**config.mk**
```make
export PLATFORM = sky130hd
export DESIGN_NAME = riscv_hazard_ctrl_flat
export DESIGN_NICKNAME = d
export VERILOG_FILES = /design/src/rtl/riscv_hazard_ctrl_pkg.sv /design/src/rtl/riscv_hazard_ctrl_if.sv /design/src/rtl/riscv_hazard_ctrl_detect.sv /design/src/rtl/riscv_hazard_ctrl.sv /design/src/flat_wrapper.sv
export SDC_FILE = /design/constraint.sdc
export NUM_CORES = 1
export LEC_CHECK = 0
export ABC_CLOCK_PERIOD_IN_PS = 2400
export BUFFER_PORTS_ARGS = -buffer_cell sky130_fd_sc_hd__buf_2
export CAP_MARGIN = 20
export CORE_ASPECT_RATIO = 0.7
export CORE_UTILIZATION = 33
export CTS_BUF_LIST = sky130_fd_sc_hd__clkbuf_8
export DETAILED_ROUTE_END_ITERATION = 7
export PLACE_DENSITY = 0.54
export SLEW_MARGIN = 30
export SYNTH_ARGS = -nofsm -noshare
export SYNTH_HDL_FRONTEND = slang
export SYNTH_SLANG_ARGS = --single-unit
```
**constraint.sdc**
```tcl
create_clock -name i_clk -period 2.4 [get_ports i_clk]
set_clock_uncertainty 0.1 [all_clocks]
set_input_delay 0.24 -clock i_clk [delete_from_list [all_inputs] [get_ports i_clk]]
set_output_delay 0.24 -clock i_clk [all_outputs]
set_load 0.005 [all_outputs]
```
**src/rtl/riscv_hazard_ctrl_pkg.sv**
```systemverilog
// Shared types for the RV32I pipeline hazard controller: state encoding,
// stage-control bundle and bubble encoding.
package riscv_hazard_ctrl_pkg;

  localparam int XLEN   = 32;
  localparam int REG_AW = 5;

  // ADDI x0, x0, 0 -- what a flushed stage register carries.
  localparam logic [XLEN-1:0] NOP_INSTR = 32'h0000_0013;

  typedef enum logic [2:0] {
    ST_INIT,
    ST_RUN,
    ST_DMEM_WAIT,
    ST_REDIR_PEND,
    ST_DRAIN,
    ST_HALTED,
    ST_FAULT
  } state_e;

  typedef struct packed {
    logic pc_en;
    logic ifid_en;
    logic idex_en;
    logic exmem_en;
    logic memwb_en;
    logic ifid_flush;
    logic idex_flush;
    logic pc_sel;
  } stage_ctrl_t;

  localparam stage_ctrl_t CTRL_RUN    = '{1'b1, 1'b1, 1'b1, 1'b1, 1'b1, 1'b0, 1'b0, 1'b0};
  localparam stage_ctrl_t CTRL_FREEZE = '{1'b0, 1'b0, 1'b0, 1'b0, 1'b0, 1'b0, 1'b0, 1'b0};
  localparam stage_ctrl_t CTRL_INIT   = '{1'b0, 1'b0, 1'b0, 1'b0, 1'b0, 1'b1, 1'b1, 1'b0};

endpackage

```
**src/rtl/riscv_hazard_ctrl_if.sv**
```systemverilog
// Pipeline <-> hazard controller bundle. master = datapath side, slave = controller.
interface riscv_hazard_ctrl_if;
  import riscv_hazard_ctrl_pkg::*;

  logic [REG_AW-1:0] i_id_rs1;
  logic [REG_AW-1:0] i_id_rs2;
  logic              i_id_rs1_used;
  logic              i_id_rs2_used;
  logic [REG_AW-1:0] i_ex_rd;
  logic              i_ex_is_load;
  logic              i_ex_redirect;
  logic [XLEN-1:0]   i_ex_redirect_pc;
  logic              i_imem_ready;
  logic              i_dmem_req;
  logic              i_dmem_ready;
  logic              i_halt_req;

  logic              o_pc_en;
  logic              o_ifid_en;
  logic              o_idex_en;
  logic              o_exmem_en;
  logic              o_memwb_en;
  logic              o_ifid_flush;
  logic              o_idex_flush;
  logic              o_pc_sel;
  logic [XLEN-1:0]   o_pc_redirect;
  logic              o_halt_ack;
  logic              o_dmem_timeout;

  modport master (
    output i_id_rs1, i_id_rs2, i_id_rs1_used, i_id_rs2_used, i_ex_rd, i_ex_is_load,
           i_ex_redirect, i_ex_redirect_pc, i_imem_ready, i_dmem_req, i_dmem_ready, i_halt_req,
    input  o_pc_en, o_ifid_en, o_idex_en, o_exmem_en, o_memwb_en, o_ifid_flush, o_idex_flush,
           o_pc_sel, o_pc_redirect, o_halt_ack, o_dmem_timeout
  );

  modport slave (
    input  i_id_rs1, i_id_rs2, i_id_rs1_used, i_id_rs2_used, i_ex_rd, i_ex_is_load,
           i_ex_redirect, i_ex_redirect_pc, i_imem_ready, i_dmem_req, i_dmem_ready, i_halt_req,
    output o_pc_en, o_ifid_en, o_idex_en, o_exmem_en, o_memwb_en, o_ifid_flush, o_idex_flush,
           o_pc_sel, o_pc_redirect, o_halt_ack, o_dmem_timeout
  );

endinterface

```
**src/rtl/riscv_hazard_ctrl_detect.sv**
```systemverilog
// Load-use compare of ID source registers against the EX load destination.
// Kept standalone so forwarding logic can reuse the same match.
module riscv_hazard_detect
  import riscv_hazard_ctrl_pkg::*;
#(
  parameter int NUM_SRC = 2
) (
  input  logic [NUM_SRC-1:0][REG_AW-1:0] i_src_idx,
  input  logic [NUM_SRC-1:0]             i_src_used,
  input  logic [REG_AW-1:0]              i_ex_rd,
  input  logic                           i_ex_is_load,
  output logic                           o_load_use
);

  logic [NUM_SRC-1:0] hit;

  for (genvar g = 0; g < NUM_SRC; g++) begin : g_src
    assign hit[g] = i_src_used[g] & (i_src_idx[g] == i_ex_rd);
  end

  // x0 never carries a dependency.
  assign o_load_use = i_ex_is_load & (i_ex_rd != '0) & (|hit);

endmodule

```
**src/rtl/riscv_hazard_ctrl.sv**
```systemverilog
// Stage enable/flush controller for the 5-stage RV32I pipeline: load-use,
// imem/dmem waits, branch redirects (held across fetch stalls) and halt drain.
module riscv_hazard_ctrl
  import riscv_hazard_ctrl_pkg::*;
#(
  parameter int unsigned STALL_MAX_CYCLES = 255,
  parameter int unsigned DRAIN_CYCLES     = 3
) (
  input logic                i_clk,
  input logic                i_rstn,
  riscv_hazard_ctrl_if.slave hz
);

  state_e          state_q, state_d;
  logic [7:0]      stall_cnt_q, stall_cnt_d;
  logic [2:0]      drain_cnt_q, drain_cnt_d;
  logic [XLEN-1:0] redir_q, redir_d;
  logic            halt_ack_q, halt_ack_d;
  logic            timeout_q, timeout_d;

  stage_ctrl_t     ctrl;
  logic            redir_bypass;
  logic            load_use;
  logic            dmem_stall;
  logic [8:0]      stall_next;

  riscv_hazard_detect #(.NUM_SRC(2)) u_detect (
    .i_src_idx    ({hz.i_id_rs2, hz.i_id_rs1}),
    .i_src_used   ({hz.i_id_rs2_used, hz.i_id_rs1_used}),
    .i_ex_rd      (hz.i_ex_rd),
    .i_ex_is_load (hz.i_ex_is_load),
    .o_load_use   (load_use)
  );

  assign dmem_stall = hz.i_dmem_req & ~hz.i_dmem_ready;
  // The stall cycle seen in RUN is wait cycle 1.
  assign stall_next = (state_q == ST_RUN) ? 9'd1 : {1'b0, stall_cnt_q} + 9'd1;

  always_comb begin
    state_d      = state_q;
    stall_cnt_d  = stall_cnt_q;
    drain_cnt_d  = drain_cnt_q;
    redir_d      = redir_q;
    halt_ack_d   = halt_ack_q;
    timeout_d    = timeout_q;
    ctrl         = CTRL_FREEZE;
    redir_bypass = 1'b0;

    unique case (state_q)
      ST_INIT: begin
        ctrl    = CTRL_INIT;
        state_d = ST_RUN;
      end

      // A DMEM_WAIT cycle that sees ready behaves exactly like a RUN cycle.
      ST_RUN, ST_DMEM_WAIT: begin
        if (dmem_stall) begin
          ctrl        = CTRL_FREEZE;
          stall_cnt_d = stall_next[7:0];
          if (stall_next >= 9'(STALL_MAX_CYCLES)) begin
            timeout_d = 1'b1;
            state_d   = ST_FAULT;
          end else begin
            state_d   = ST_DMEM_WAIT;
          end
        end else begin
          ctrl    = CTRL_RUN;
          state_d = ST_RUN;
          if (hz.i_ex_redirect) begin
            ctrl.ifid_flush = 1'b1;
            ctrl.idex_flush = 1'b1;
            if (hz.i_imem_ready) begin
              ctrl.pc_sel  = 1'b1;
              redir_bypass = 1'b1;
            end else begin
              ctrl.pc_en = 1'b0;
              redir_d    = hz.i_ex_redirect_pc;
              state_d    = ST_REDIR_PEND;
            end
          end else if (load_use) begin
            ctrl.pc_en      = 1'b0;
            ctrl.ifid_en    = 1'b0;
            ctrl.idex_flush = 1'b1;
          end else if (!hz.i_imem_ready) begin
            ctrl.pc_en      = 1'b0;
            ctrl.ifid_flush = 1'b1;
          end else if (hz.i_halt_req) begin
            ctrl.pc_en      = 1'b0;
            ctrl.ifid_flush = 1'b1;
            drain_cnt_d     = 3'd1;
            state_d         = ST_DRAIN;
          end
        end
      end

      ST_REDIR_PEND: begin
        ctrl            = CTRL_RUN;
        ctrl.pc_sel     = 1'b1;
        ctrl.ifid_flush = 1'b1;
        ctrl.pc_en      = hz.i_imem_ready;
        if (hz.i_imem_ready) state_d = ST_RUN;
      end

      ST_DRAIN: begin
        if (dmem_stall) begin
          ctrl = CTRL_FREEZE;
        end else begin
          ctrl            = CTRL_RUN;
          ctrl.pc_en      = 1'b0;
          ctrl.ifid_flush = 1'b1;
          ctrl.idex_flush = 1'b1;
          if (drain_cnt_q >= 3'(DRAIN_CYCLES)) begin
            halt_ack_d = 1'b1;
            state_d    = ST_HALTED;
          end else begin
            drain_cnt_d = drain_cnt_q + 3'd1;
          end
        end
      end

      ST_HALTED: begin
        ctrl = CTRL_FREEZE;
        if (!hz.i_halt_req) begin
          halt_ack_d = 1'b0;
          state_d    = ST_RUN;
        end
      end

      ST_FAULT: ctrl = CTRL_FREEZE;

      default: begin
        ctrl    = CTRL_INIT;
        state_d = ST_INIT;
      end
    endcase
  end

  always_ff @(posedge i_clk or negedge i_rstn) begin
    if (!i_rstn) begin
      state_q     <= ST_INIT;
      stall_cnt_q <= '0;
      drain_cnt_q <= '0;
      redir_q     <= '0;
      halt_ack_q  <= 1'b0;
      timeout_q   <= 1'b0;
    end else begin
      state_q     <= state_d;
      stall_cnt_q <= stall_cnt_d;
      drain_cnt_q <= drain_cnt_d;
      redir_q     <= redir_d;
      halt_ack_q  <= halt_ack_d;
      timeout_q   <= timeout_d;
    end
  end

  assign hz.o_pc_en        = ctrl.pc_en;
  assign hz.o_ifid_en      = ctrl.ifid_en;
  assign hz.o_idex_en      = ctrl.idex_en;
  assign hz.o_exmem_en     = ctrl.exmem_en;
  assign hz.o_memwb_en     = ctrl.memwb_en;
  assign hz.o_ifid_flush   = ctrl.ifid_flush;
  assign hz.o_idex_flush   = ctrl.idex_flush;
  assign hz.o_pc_sel       = ctrl.pc_sel;
  assign hz.o_pc_redirect  = redir_bypass ? hz.i_ex_redirect_pc : redir_q;
  assign hz.o_halt_ack     = halt_ack_q;
  assign hz.o_dmem_timeout = timeout_q;

endmodule

```
**src/flat_wrapper.sv**
```systemverilog
// flat-port wrapper written by rule: the top's interface ports become plain ports
module riscv_hazard_ctrl_flat import riscv_hazard_ctrl_pkg::*;
#(
  parameter int unsigned STALL_MAX_CYCLES = 255,
  parameter int unsigned DRAIN_CYCLES     = 3
)
  (i_clk, i_rstn, hz_i_id_rs1, hz_i_id_rs2, hz_i_id_rs1_used, hz_i_id_rs2_used, hz_i_ex_rd, hz_i_ex_is_load, hz_i_ex_redirect, hz_i_ex_redirect_pc, hz_i_imem_ready, hz_i_dmem_req, hz_i_dmem_ready, hz_i_halt_req, hz_o_pc_en, hz_o_ifid_en, hz_o_idex_en, hz_o_exmem_en, hz_o_memwb_en, hz_o_ifid_flush, hz_o_idex_flush, hz_o_pc_sel, hz_o_pc_redirect, hz_o_halt_ack, hz_o_dmem_timeout);
  riscv_hazard_ctrl_if hz_i ();
  input logic i_clk;
  input logic i_rstn;
  input wire logic [$bits(hz_i.i_id_rs1)-1:0] hz_i_id_rs1;
  input wire logic [$bits(hz_i.i_id_rs2)-1:0] hz_i_id_rs2;
  input wire logic [$bits(hz_i.i_id_rs1_used)-1:0] hz_i_id_rs1_used;
  input wire logic [$bits(hz_i.i_id_rs2_used)-1:0] hz_i_id_rs2_used;
  input wire logic [$bits(hz_i.i_ex_rd)-1:0] hz_i_ex_rd;
  input wire logic [$bits(hz_i.i_ex_is_load)-1:0] hz_i_ex_is_load;
  input wire logic [$bits(hz_i.i_ex_redirect)-1:0] hz_i_ex_redirect;
  input wire logic [$bits(hz_i.i_ex_redirect_pc)-1:0] hz_i_ex_redirect_pc;
  input wire logic [$bits(hz_i.i_imem_ready)-1:0] hz_i_imem_ready;
  input wire logic [$bits(hz_i.i_dmem_req)-1:0] hz_i_dmem_req;
  input wire logic [$bits(hz_i.i_dmem_ready)-1:0] hz_i_dmem_ready;
  input wire logic [$bits(hz_i.i_halt_req)-1:0] hz_i_halt_req;
  output wire logic [$bits(hz_i.o_pc_en)-1:0] hz_o_pc_en;
  output wire logic [$bits(hz_i.o_ifid_en)-1:0] hz_o_ifid_en;
  output wire logic [$bits(hz_i.o_idex_en)-1:0] hz_o_idex_en;
  output wire logic [$bits(hz_i.o_exmem_en)-1:0] hz_o_exmem_en;
  output wire logic [$bits(hz_i.o_memwb_en)-1:0] hz_o_memwb_en;
  output wire logic [$bits(hz_i.o_ifid_flush)-1:0] hz_o_ifid_flush;
  output wire logic [$bits(hz_i.o_idex_flush)-1:0] hz_o_idex_flush;
  output wire logic [$bits(hz_i.o_pc_sel)-1:0] hz_o_pc_sel;
  output wire logic [$bits(hz_i.o_pc_redirect)-1:0] hz_o_pc_redirect;
  output wire logic [$bits(hz_i.o_halt_ack)-1:0] hz_o_halt_ack;
  output wire logic [$bits(hz_i.o_dmem_timeout)-1:0] hz_o_dmem_timeout;
  assign hz_i.i_id_rs1 = hz_i_id_rs1;
  assign hz_i.i_id_rs2 = hz_i_id_rs2;
  assign hz_i.i_id_rs1_used = hz_i_id_rs1_used;
  assign hz_i.i_id_rs2_used = hz_i_id_rs2_used;
  assign hz_i.i_ex_rd = hz_i_ex_rd;
  assign hz_i.i_ex_is_load = hz_i_ex_is_load;
  assign hz_i.i_ex_redirect = hz_i_ex_redirect;
  assign hz_i.i_ex_redirect_pc = hz_i_ex_redirect_pc;
  assign hz_i.i_imem_ready = hz_i_imem_ready;
  assign hz_i.i_dmem_req = hz_i_dmem_req;
  assign hz_i.i_dmem_ready = hz_i_dmem_ready;
  assign hz_i.i_halt_req = hz_i_halt_req;
  assign hz_o_pc_en = hz_i.o_pc_en;
  assign hz_o_ifid_en = hz_i.o_ifid_en;
  assign hz_o_idex_en = hz_i.o_idex_en;
  assign hz_o_exmem_en = hz_i.o_exmem_en;
  assign hz_o_memwb_en = hz_i.o_memwb_en;
  assign hz_o_ifid_flush = hz_i.o_ifid_flush;
  assign hz_o_idex_flush = hz_i.o_idex_flush;
  assign hz_o_pc_sel = hz_i.o_pc_sel;
  assign hz_o_pc_redirect = hz_i.o_pc_redirect;
  assign hz_o_halt_ack = hz_i.o_halt_ack;
  assign hz_o_dmem_timeout = hz_i.o_dmem_timeout;
  riscv_hazard_ctrl #(.STALL_MAX_CYCLES(STALL_MAX_CYCLES), .DRAIN_CYCLES(DRAIN_CYCLES)) u_core (.i_clk(i_clk), .i_rstn(i_rstn), .hz(hz_i));
endmodule
```
==> metrics <==
Final WS setup=33.4 ps; Syn. warnings=0; H-tree levels=2; core area=8650 um2; vias in the first global route=2139; most common cell in the synthesized netlist=dfrtp_1; Int Power=0.00306 W; CTS Buf Count=5; Routed Wire Length=6710 um; VDD IR max=439 uV; Pre-antenna DRT Iters=4; sw frac=32.6%; row count=28; clock buffer depth=2; grt total ovfl=0; CP Data Required Time=2060 ps; commonest cells in the netlist=dfrtp_1, mux2_2, mux2_4; minimum clock period=2370 ps; TritonCTS Sinks=48; Synth Area per Inst=11.4 um2; Netlist cell types=48; Die W=116 um; Area Overhead vs Synth=34.1%; Worst Setup Start Kind=flop; DR WL/cell=13.5 um; post-route insts no fill=497; syn nets=324; share of cells above drive strength 1=53.1%; Comb power frac=58.0%; root buf cell=clkbuf_8; # DRC=0; synthesized instance count=264; Placed Instances=478; die area=9540 um2; Post-synth EDFFs=0; largest net degree at the start of global routing=33; # diodes=0; fmax=0.423 GHz; class of the worst hold path=primary input to flop; post-route ant nets=0; PortBufs=98; static leakage=1.98 nW; detailed router's first-iteration violation count=150; Fin. Hold Viols=0; MaxCap Viol Count=0; Top-Level Pins=99; vias per inst=4.71; Yosys top cell by area=dfrtp_1; #FFs+latches synth=48; Worst EP arrival=2030 ps; PnR Total Power=0.00455 W; Skew-Pair Late Insertion Delay=300 ps; Critical Path Max Stage Delay=410 ps; clock-pin slew on the worst setup and hold paths=90 ps; CP cell instances=xor2_2 > nand2_4 > nor2_4 > nand3_4 > buf_4 > buf_6 > mux2_4 > buf_2; CTS tree=yes; critical path endpoint category=output port; Tot GR Track Use=13.5%; Final nets=436; CP max-delay cell=dfrtp_1; initial antenna violation count=0; max-slew violations=0; fill cell count=818; Post-synth ARST share=100%; kind of critical path=flop to output port; vias post-DR=2339; top post-synthesis cells by area=dfrtp_1, mux2_4, mux2_2; Placer Congestion=0.809; Psw=0.00148 W; Sequential Power Share=29.5%; share of power burned in the clock network=12.5%; RSZ-0062 raised after global routing=yes; first-pass GRT wire length=10000 um; mapped cell area=3020 um2; period utilization=98.6%; slew at the pin closest to its max-slew limit=639 ps; run status=finished clean; Worst slew margin=57.4%; Main synth FF type=dfrtp_1; die height=82.0 um; Final setup viols=0; top-area cell type share of the netlist area=39.8%; Worst Path Max Fanout=5; pre-CTS setup slack=266 ps; starting density of the core=34.9%; sequential fraction of the synthesis area=39.8%; DP HPWL=4810 um; power density over the cells=1120 nW/um2
## cell type report
type                       count  area (um2)  area share, %
multi-input combinational    194        1690           41.8
sequential                    48        1200           29.7
timing repair buffer         120         872           21.5
tap                          120         150           3.71
clock buffer                   5        68.8           1.70
clock inverter                 3        38.8          0.958
inverter                       7        26.3          0.649
## per-stage QoR
stage | utilization, % | TNS [ps] | instance area (um2) | hold slack (ps)
after floorplan | - | 0 | 3020 | -156
after global placement | 42.5 | 0 | 3670 | 213
after detailed placement | 42.5 | 0 | 3670 | 204
after CTS | 43.8 | 0 | 3790 | 61.8
after global routing | 46.8 | -1840 | 4050 | 60.7
final | 46.8 | 0 | 4050 | 76.2
## repair_timing
action,CTS,global route
buffers inserted,0,7
gates resized for setup,0,23
hold buffers,1,0
hold endpoints to repair,27,0
setup endpoints to repair,0,30
## kinds of logic (layout without fill, tap and decap cells)
| kind of cell | count (synthesis) | in the layout | share of synthesized area [%] |
|---|---|---|---|
| and+or+nand+nor | 72 | 72 | 12.9 |
| muxes | 65 | 65 | 28.0 |
| DFF | 48 | 48 | 39.8 |
| AOI/OAI and AO/OA | 40 | 40 | 9.41 |
| buffers and inverters | 22 | 135 | 4.35 |
| xor gates and xnor gates | 14 | 14 | 4.31 |
| adders and majority gates | 3 | 3 | 1.24 |
## flip-flops by register name, summed over array words and instances (netlist names)
name                      count
u_core.drain_cnt_q            3
u_core.hz.o_halt_ack          1
u_core.redir_q               32
u_core.state_q                3
u_core.stall_cnt_q            8
u_core.hz.o_dmem_timeout      1
## power groups by stage
stage               combinational (W)  sequential [W]  clock [W]
floorplan                     0.00158         0.00130          0
global placement              0.00221         0.00135          0
detailed placement            0.00223         0.00135          0
CTS                           0.00223         0.00134   0.000594
global route                  0.00288         0.00138   0.000623
finish                        0.00264         0.00134   0.000570
## critical path, delay by kind of cell, from the launching register on
family	cells	cell delay, ps
xor+xnor	1	240
buf+inv	3	440
mux	1	290
simple gates	3	350
flops	1	410
## path summary, 6_finish.rpt
path,end,startpoint,slack (ps),cells after the start
setup / recovery,hz_o_pc_redirect[12],u_core.state_q[0]$_DFFE_PN0P_,30,8
hold / removal,u_core.redir_q[31]$_DFFE_PN0P_,hz_i_ex_redirect_pc[31],80,2
setup reg to reg,u_core.drain_cnt_q[2]$_DFFE_PN0P_,u_core.drain_cnt_q[0]$_DFFE_PN0P_,260,7
hold reg to reg,u_core.hz.o_dmem_timeout$_DFFE_PN0P_,u_core.hz.o_dmem_timeout$_DFFE_PN0P_,390,1
max in group asynchronous,u_core.redir_q[29]$_DFFE_PN0P_,i_rstn,1200,3
min in group asynchronous,u_core.stall_cnt_q[2]$_DFFE_PN0P_,i_rstn,390,2
## layer usage
layer	up-vias	GRT usage (%)	share of wire (%)
met4	0	3.08	0.39
li1	1173	-	-
met5	-	0	0
met1	1094	18.7	49
met2	67	20.9	45
met3	5	3.84	5.0
## cell usage in the layout, fill, tap and decap left out, drive strengths merged, types with 2 or more instances in the layout
cell / n
a31oi: 2
nand3: 10
a21oi: 5
nand2b: 7
nor3: 4
dfrtp: 48
clkbuf: 7
nor2: 18
a21o: 2
o31ai: 2
and3: 6
o21ai: 15
xnor2: 3
inv: 8
xor2: 11
a211oi: 2
nor4: 3
buf: 117
nor2b: 2
o221ai: 2
ha: 3
mux2: 65
nand2: 18
No activity file was read; power rests on OpenSTA's default activity.
